[src/rtl/synth_pkg.sv]
// Shared types and constants for the synth voice path (allocator and oscillator-bank wrapper).
// Also holds the note-to-period conversion used to build the period ROM at elaboration time.
package synth_pkg;

    localparam int NOTE_W      = 7;
    localparam int VEL_W       = 7;
    localparam int PERIOD_W    = 23;
    // Fixed storage width for voice age; the allocator saturates at its own AGE_W (<= 8).
    localparam int AGE_FIELD_W = 8;

    typedef enum logic [1:0] {
        IDLE,
        LOOKUP,
        SCAN,
        COMMIT
    } alloc_state_t;

    typedef struct packed {
        logic                   active;
        logic [NOTE_W-1:0]      note;
        logic [VEL_W-1:0]       vel;
        logic [PERIOD_W-1:0]    period;
        logic [AGE_FIELD_W-1:0] age;
    } voice_t;

    // Equal-tempered pitch, A4 (note 69) = 440 Hz; period rounded to nearest clock cycle.
    function automatic logic [PERIOD_W-1:0] note_to_period(input int clk_hz, input int note);
        real freq;
        freq = 440.0 * (2.0 ** ((real'(note) - 69.0) / 12.0));
        return PERIOD_W'($rtoi(real'(clk_hz) / freq + 0.5));
    endfunction

endpackage

[src/rtl/voice_allocator_rom.sv]
// note_period_rom: 128-entry registered lookup, MIDI note -> oscillator period in clk cycles.
// One cycle read latency; contents are constants computed from CLK_HZ at elaboration.
module note_period_rom
    import synth_pkg::*;
#(
    parameter int CLK_HZ = 50_000_000
) (
    input  logic                clk,
    input  logic [NOTE_W-1:0]   note,
    output logic [PERIOD_W-1:0] period
);

    logic [PERIOD_W-1:0] table_w [128];

    for (genvar i = 0; i < 128; i++) begin : g_tab
        localparam logic [PERIOD_W-1:0] P = note_to_period(CLK_HZ, i);
        assign table_w[i] = P;
    end

    always_ff @(posedge clk) begin
        period <= table_w[note];
    end

endmodule

[src/rtl/voice_allocator.sv]
// Polyphony scheduler: maps note-on/off events onto NUM_VOICES oscillator voices with oldest-voice stealing.
// One event in flight; outputs update NUM_VOICES+2 cycles after the handshake.
module voice_allocator
    import synth_pkg::*;
#(
    parameter int NUM_VOICES = 4,
    parameter int CLK_HZ     = 50_000_000,
    parameter int AGE_W      = 4
) (
    input  logic                           clk,
    input  logic                           reset,
    input  logic                           panic,
    input  logic                           ev_valid,
    output logic                           ev_ready,
    input  logic                           ev_on,
    input  logic [NOTE_W-1:0]              ev_note,
    input  logic [VEL_W-1:0]               ev_vel,
    output logic [NUM_VOICES*PERIOD_W-1:0] voice_period,
    output logic [NUM_VOICES*VEL_W-1:0]    voice_volume,
    output logic [NUM_VOICES-1:0]          voice_restart,
    output logic [NUM_VOICES-1:0]          voice_active
);

    localparam int                     IDX_W    = (NUM_VOICES > 1) ? $clog2(NUM_VOICES) : 1;
    localparam logic [IDX_W-1:0]       LAST_IDX = IDX_W'(NUM_VOICES - 1);
    localparam logic [AGE_FIELD_W-1:0] AGE_MAX  = AGE_FIELD_W'((1 << AGE_W) - 1);

    alloc_state_t           state, state_nxt;
    voice_t                 voices [NUM_VOICES];
    voice_t                 cur;

    logic                   ready_q;
    logic [NUM_VOICES-1:0]  restart_q;
    logic                   handshake;

    logic                   ev_on_q;
    logic [NOTE_W-1:0]      ev_note_q;
    logic [VEL_W-1:0]       ev_vel_q;
    logic [PERIOD_W-1:0]    rom_period;

    logic [IDX_W-1:0]       scan_idx;
    logic                   match_vld, free_vld, old_vld;
    logic [IDX_W-1:0]       match_idx, free_idx, old_idx, target_idx;
    logic [AGE_FIELD_W-1:0] old_age;

    assign ev_ready      = ready_q;
    assign voice_restart = restart_q;
    assign handshake     = ev_valid & ready_q;
    assign cur           = voices[scan_idx];

    note_period_rom #(.CLK_HZ(CLK_HZ)) u_rom (
        .clk    (clk),
        .note   (ev_note_q),
        .period (rom_period)
    );

    always_comb begin
        state_nxt = state;
        case (state)
            IDLE:    if (handshake) state_nxt = LOOKUP;
            LOOKUP:  state_nxt = SCAN;
            SCAN:    if (scan_idx == LAST_IDX) state_nxt = COMMIT;
            COMMIT:  state_nxt = IDLE;
            default: state_nxt = IDLE;
        endcase
        if (panic) state_nxt = IDLE;
    end

    // With no match and no free voice every voice is active, so old_idx is always valid here.
    always_comb begin
        target_idx = old_idx;
        if (match_vld)     target_idx = match_idx;
        else if (free_vld) target_idx = free_idx;
    end

    always_ff @(posedge clk) begin
        if (reset) begin
            state     <= IDLE;
            ready_q   <= 1'b0;
            restart_q <= '0;
            ev_on_q   <= 1'b0;
            ev_note_q <= '0;
            ev_vel_q  <= '0;
            scan_idx  <= '0;
            match_vld <= 1'b0;
            free_vld  <= 1'b0;
            old_vld   <= 1'b0;
            match_idx <= '0;
            free_idx  <= '0;
            old_idx   <= '0;
            old_age   <= '0;
            for (int i = 0; i < NUM_VOICES; i++) voices[i] <= '0;
        end else begin
            state     <= state_nxt;
            ready_q   <= (state_nxt == IDLE);
            restart_q <= '0;
            if (panic) begin
                for (int i = 0; i < NUM_VOICES; i++) begin
                    voices[i].active <= 1'b0;
                    voices[i].vel    <= '0;
                    voices[i].age    <= '0;
                end
            end else begin
                case (state)
                    IDLE: if (handshake) begin
                        ev_on_q   <= ev_on && (ev_vel != '0);
                        ev_note_q <= ev_note;
                        ev_vel_q  <= ev_vel;
                    end
                    LOOKUP: begin
                        scan_idx  <= '0;
                        match_vld <= 1'b0;
                        free_vld  <= 1'b0;
                        old_vld   <= 1'b0;
                        old_age   <= '0;
                    end
                    SCAN: begin
                        if (cur.active && cur.note == ev_note_q && !match_vld) begin
                            match_vld <= 1'b1;
                            match_idx <= scan_idx;
                        end
                        if (!cur.active && !free_vld) begin
                            free_vld <= 1'b1;
                            free_idx <= scan_idx;
                        end
                        // Strict compare keeps the lowest index on equal ages.
                        if (cur.active && (!old_vld || cur.age > old_age)) begin
                            old_vld <= 1'b1;
                            old_idx <= scan_idx;
                            old_age <= cur.age;
                        end
                        scan_idx <= scan_idx + 1'b1;
                    end
                    COMMIT: begin
                        if (ev_on_q) begin
                            for (int i = 0; i < NUM_VOICES; i++) begin
                                if (IDX_W'(i) == target_idx) begin
                                    voices[i].active <= 1'b1;
                                    voices[i].note   <= ev_note_q;
                                    voices[i].vel    <= ev_vel_q;
                                    voices[i].period <= rom_period;
                                    voices[i].age    <= '0;
                                    restart_q[i]     <= 1'b1;
                                end else if (voices[i].active) begin
                                    voices[i].age <= (voices[i].age >= AGE_MAX) ? AGE_MAX
                                                                                : voices[i].age + 1'b1;
                                end
                            end
                        end else if (match_vld) begin
                            voices[match_idx].active <= 1'b0;
                            voices[match_idx].vel    <= '0;
                        end
                    end
                    default: ;
                endcase
            end
        end
    end

    always_comb begin
        voice_period = '0;
        voice_volume = '0;
        voice_active = '0;
        for (int i = 0; i < NUM_VOICES; i++) begin
            voice_period[PERIOD_W*i +: PERIOD_W] = voices[i].period;
            voice_volume[VEL_W*i +: VEL_W]       = voices[i].vel;
            voice_active[i]                      = voices[i].active;
        end
    end

endmodule

[config.mk]
export PLATFORM = sky130hd
export DESIGN_NAME = voice_allocator
export DESIGN_NICKNAME = d
export VERILOG_FILES = /design/src/rtl/synth_pkg.sv /design/src/rtl/voice_allocator_rom.sv /design/src/rtl/voice_allocator.sv
export SDC_FILE = /design/constraint.sdc
export NUM_CORES = 1
export LEC_CHECK = 0
export ABC_AREA = 1
export BUFFER_PORTS_ARGS = -buffer_cell sky130_fd_sc_hd__buf_2
export CAP_MARGIN = 20
export CORE_UTILIZATION = 40
export CTS_BUF_LIST = sky130_fd_sc_hd__clkbuf_8
export DETAILED_ROUTE_END_ITERATION = 7
export GPL_TIMING_DRIVEN = 0
export HOLD_SLACK_MARGIN = 0.12
export SLEW_MARGIN = 20
export SYNTH_ARGS = -nofsm -noshare
export SYNTH_HDL_FRONTEND = slang
export SYNTH_SLANG_ARGS = --single-unit
export TNS_END_PERCENT = 5
[constraint.sdc]
create_clock -name clk -period 10.4 [get_ports clk]
set_clock_uncertainty 0.15 [all_clocks]
set_input_delay 2.08 -clock clk [delete_from_list [all_inputs] [get_ports clk]]
set_output_delay 2.08 -clock clk [all_outputs]
set_load 0.1 [all_outputs]
==> reports/metrics.cfg <==
[outcome]
outcome=complete, no violations

[detailed_routing]
drc=0
first_pass_iters=5
ant_nets=0
drt-initial-drc-count=1247
wl_um=40600
vias=11300
detail_route.vias_per_cell=5.27
wl_per_cell_um=19.0

[cells_and_area]
antenna_cells=0
nets=1756
nFillCells=3141
final_util_pct=47.8
drive_gt1_share_pct=24.7
syn2layout_area_growth_pct=17.1

[synth]
synth_fa_ha_area_share_pct=2.81
synth_xor_area_share_pct=0.0678
synth-seq-cells=250
yosys.area_share.simple_pct=20.4
postSynth.topFlopCell=edfxtp_1
synth_compound_area_share_pct=12.5
yosys_warnings=0
syn_area_per_cell_sq_um=8.61
syn-cell-area_sq_um=12900
synth_top_family_by_area=simple AND/OR/NAND/NOR gates
yosys.area.top_type_share_pct=35.4
synth_edf_count=152
synthArstFlopShare_pct=0
synth_seq_area_share_pct=50.5
yosysTopAreaCell=edfxtp_1
synth.distinct_cells=53
synth_cells=1499
synth_area_leaders=edfxtp_1 35%, dfxtp_1 15%, nand2_1 8.3%
synthTopCellsByCount=286 x nand2_1, 152 x edfxtp_1, 142 x nor2_1, 128 x buf_4, 118 x inv_1
muxShareOfSynthArea_pct=0
synth_most_common_cell=nand2_1

[die]
initial_utilization_pct=40.8
die-area_sq_um=33000
pin_count=148
core_sq_um=31600
rows=65
die_h_um=182
die_x_um=182

[sta]
final_max_slew_viol_count=0
worst_pin_slew_ns=0.994
fin_setup_tns_ns=0
min_period_over_period_pct=38.6
fmax_mhz=249
timing.final.hold_violations=0
relSlewSlack_pct=33.2
fin_ws_ns=6.38
setup_viol=0
rsz0062_at_grt=false
whs_ns=0.304
post-route-min-period_ns=4.02

[cts]
root_buffer=clkbuf_8
cts_max_level=2
numCtsBuffers=42
cts_setup_buffers=0
clkTransAtPathRegs_ns=0.06
cts_resized=0
cts_tree=built
cts.sinks=250
clk_latency_ns=0.55
cts_hold_buf=0
clk_path_buf_depth=3

[placed_design]
port_buffers=146
pre_cts_slack_ns=5.78
gp_congestion=0.983
hpwl_um=30200

[critical_path]
arrival_ns=3.98
cp_cell_sequence=buf_2, inv_1, clkbuf_1, clkbuf_1, nand4_1
startpoint_type=input port
cp.required_ns=10.37
crit_top_cell=clkbuf_1
path_buf_inv=4
crit_type=input port to flop
crit_family=buffers and inverters
slowest_delay_ns=0.61
critPathMaxFanout=10
end_kind=flop
cp_slowest_cell=nand4_1

[job]
drv_cap=0

[pwr]
ir_drop_mv=0.104
p_leak_nw=6.75
power_per_cell_area_nw_per_um2=167

[grt]
globalRouteTotalUtil_pct=24.6
grt_max_degree=28
first_global_vias=10500
grt_pass1_wl_um=61900
grt_remaining_overflow=0
antenna_found_initial=1

[worst_hold_path]
min_path_type=flop to flop

==> through the flow <==
stage	std cells	total power [W]	instance area, sq um
floorplan	1514	0.00157	13000
global placement	2062	0.00170	14200
detailed placement	2066	0.00170	14300
CTS	2144	0.00254	15100
global route	2144	0.00263	15100
finish	2144	0.00253	15100
==> metal layers <==
metal	up-vias	routed length, um	track usage [%]
met5	-	0	0
met4	0	1230	8.54
met3	101	3270	4.69
met2	530	17300	36.4
met1	5325	18800	35.7
li1	5342	-	-
==> final timing paths <==
check,from,endpoint,slack [ns],cells after the start
max,reset,voices[0][6]$_SDFFCE_PP0P_,6.38,5
min,old_idx[0]$_SDFFE_PP0P_,old_idx[0]$_SDFFE_PP0P_,0.30,2
min reg2reg,old_idx[0]$_SDFFE_PP0P_,old_idx[0]$_SDFFE_PP0P_,0.30,2
max reg2reg,flop,old_age[5]$_SDFFE_PP0P_,7.09,19
==> flip-flops by register name (all words and copies together), names as in the netlist, named ones only <==
signal,flops
ev_note_q,7
ev_on_q,1
ev_ready,1
ev_vel_q,7
free_idx,2
free_vld,1
match_idx,2
match_vld,1
old_age,8
old_idx,2
old_vld,1
scan_idx,2
state,2
u_rom.period,23
voice_restart,4
voices,184
==> cells by family after synthesis <==
family | after synthesis
other | 1
buffers and inverters | 321
AND/OR/NAND/NOR | 610
XOR/XNOR | 1
adder cells (fa/ha/maj) | 29
AO/OA/AOI/OAI | 287
flip-flops | 250
==> placed cells by master, fill, tap and decap left out, types with 6 or more instances in the layout <==
cell type and instances:
nand2_1 283, buf_2 172, edfxtp_1 152, nor2_1 142, buf_4 128, inv_1 126, a21oi_1 108, o21ai_0 104
nand3_1 104, dfxtp_1 98, clkbuf_8 44, nor2_2 31, ha_1 29, clkbuf_1 27, conb_1 16, o22ai_1 15
a31oi_1 15, clkinv_1 14, nor3_1 13, nand4_1 12, clkinv_2 12, o211ai_1 11, inv_2 8, nand3_2 6
==> worst reg2reg max path: cells and delay by family (launching register included) <==
family	cells	cell delay, ns
AOI/OAI and AO/OA	2	0.54
adders and majority gates	1	0.32
buffers and inverters	2	0.57
DFF	1	0.42
and+or+nand+nor	14	1.18
==> cell type report <==
type | count | area, sq um | area share (%)
multi-input combinational | 943 | 4720 | 31.2
sequential | 250 | 6530 | 43.2
clock inverter | 34 | 205 | 1.36
inverter | 132 | 504 | 3.33
buffer | 189 | 1240 | 8.23
timing repair buffer | 150 | 818 | 5.41
tap | 402 | 503 | 3.33
clock buffer | 44 | 606 | 4.00
==> where the power goes <==
group | leakage [nW] | total, W | switching [W] | internal [W]
logic | 3.93 | 0.000540 | 0.000418 | 0.000123
registers | 2.37 | 0.00115 | 0.0000255 | 0.00112
clock network | 0.454 | 0.000843 | 0.000396 | 0.000447
Power figures use the tool's default switching activity.
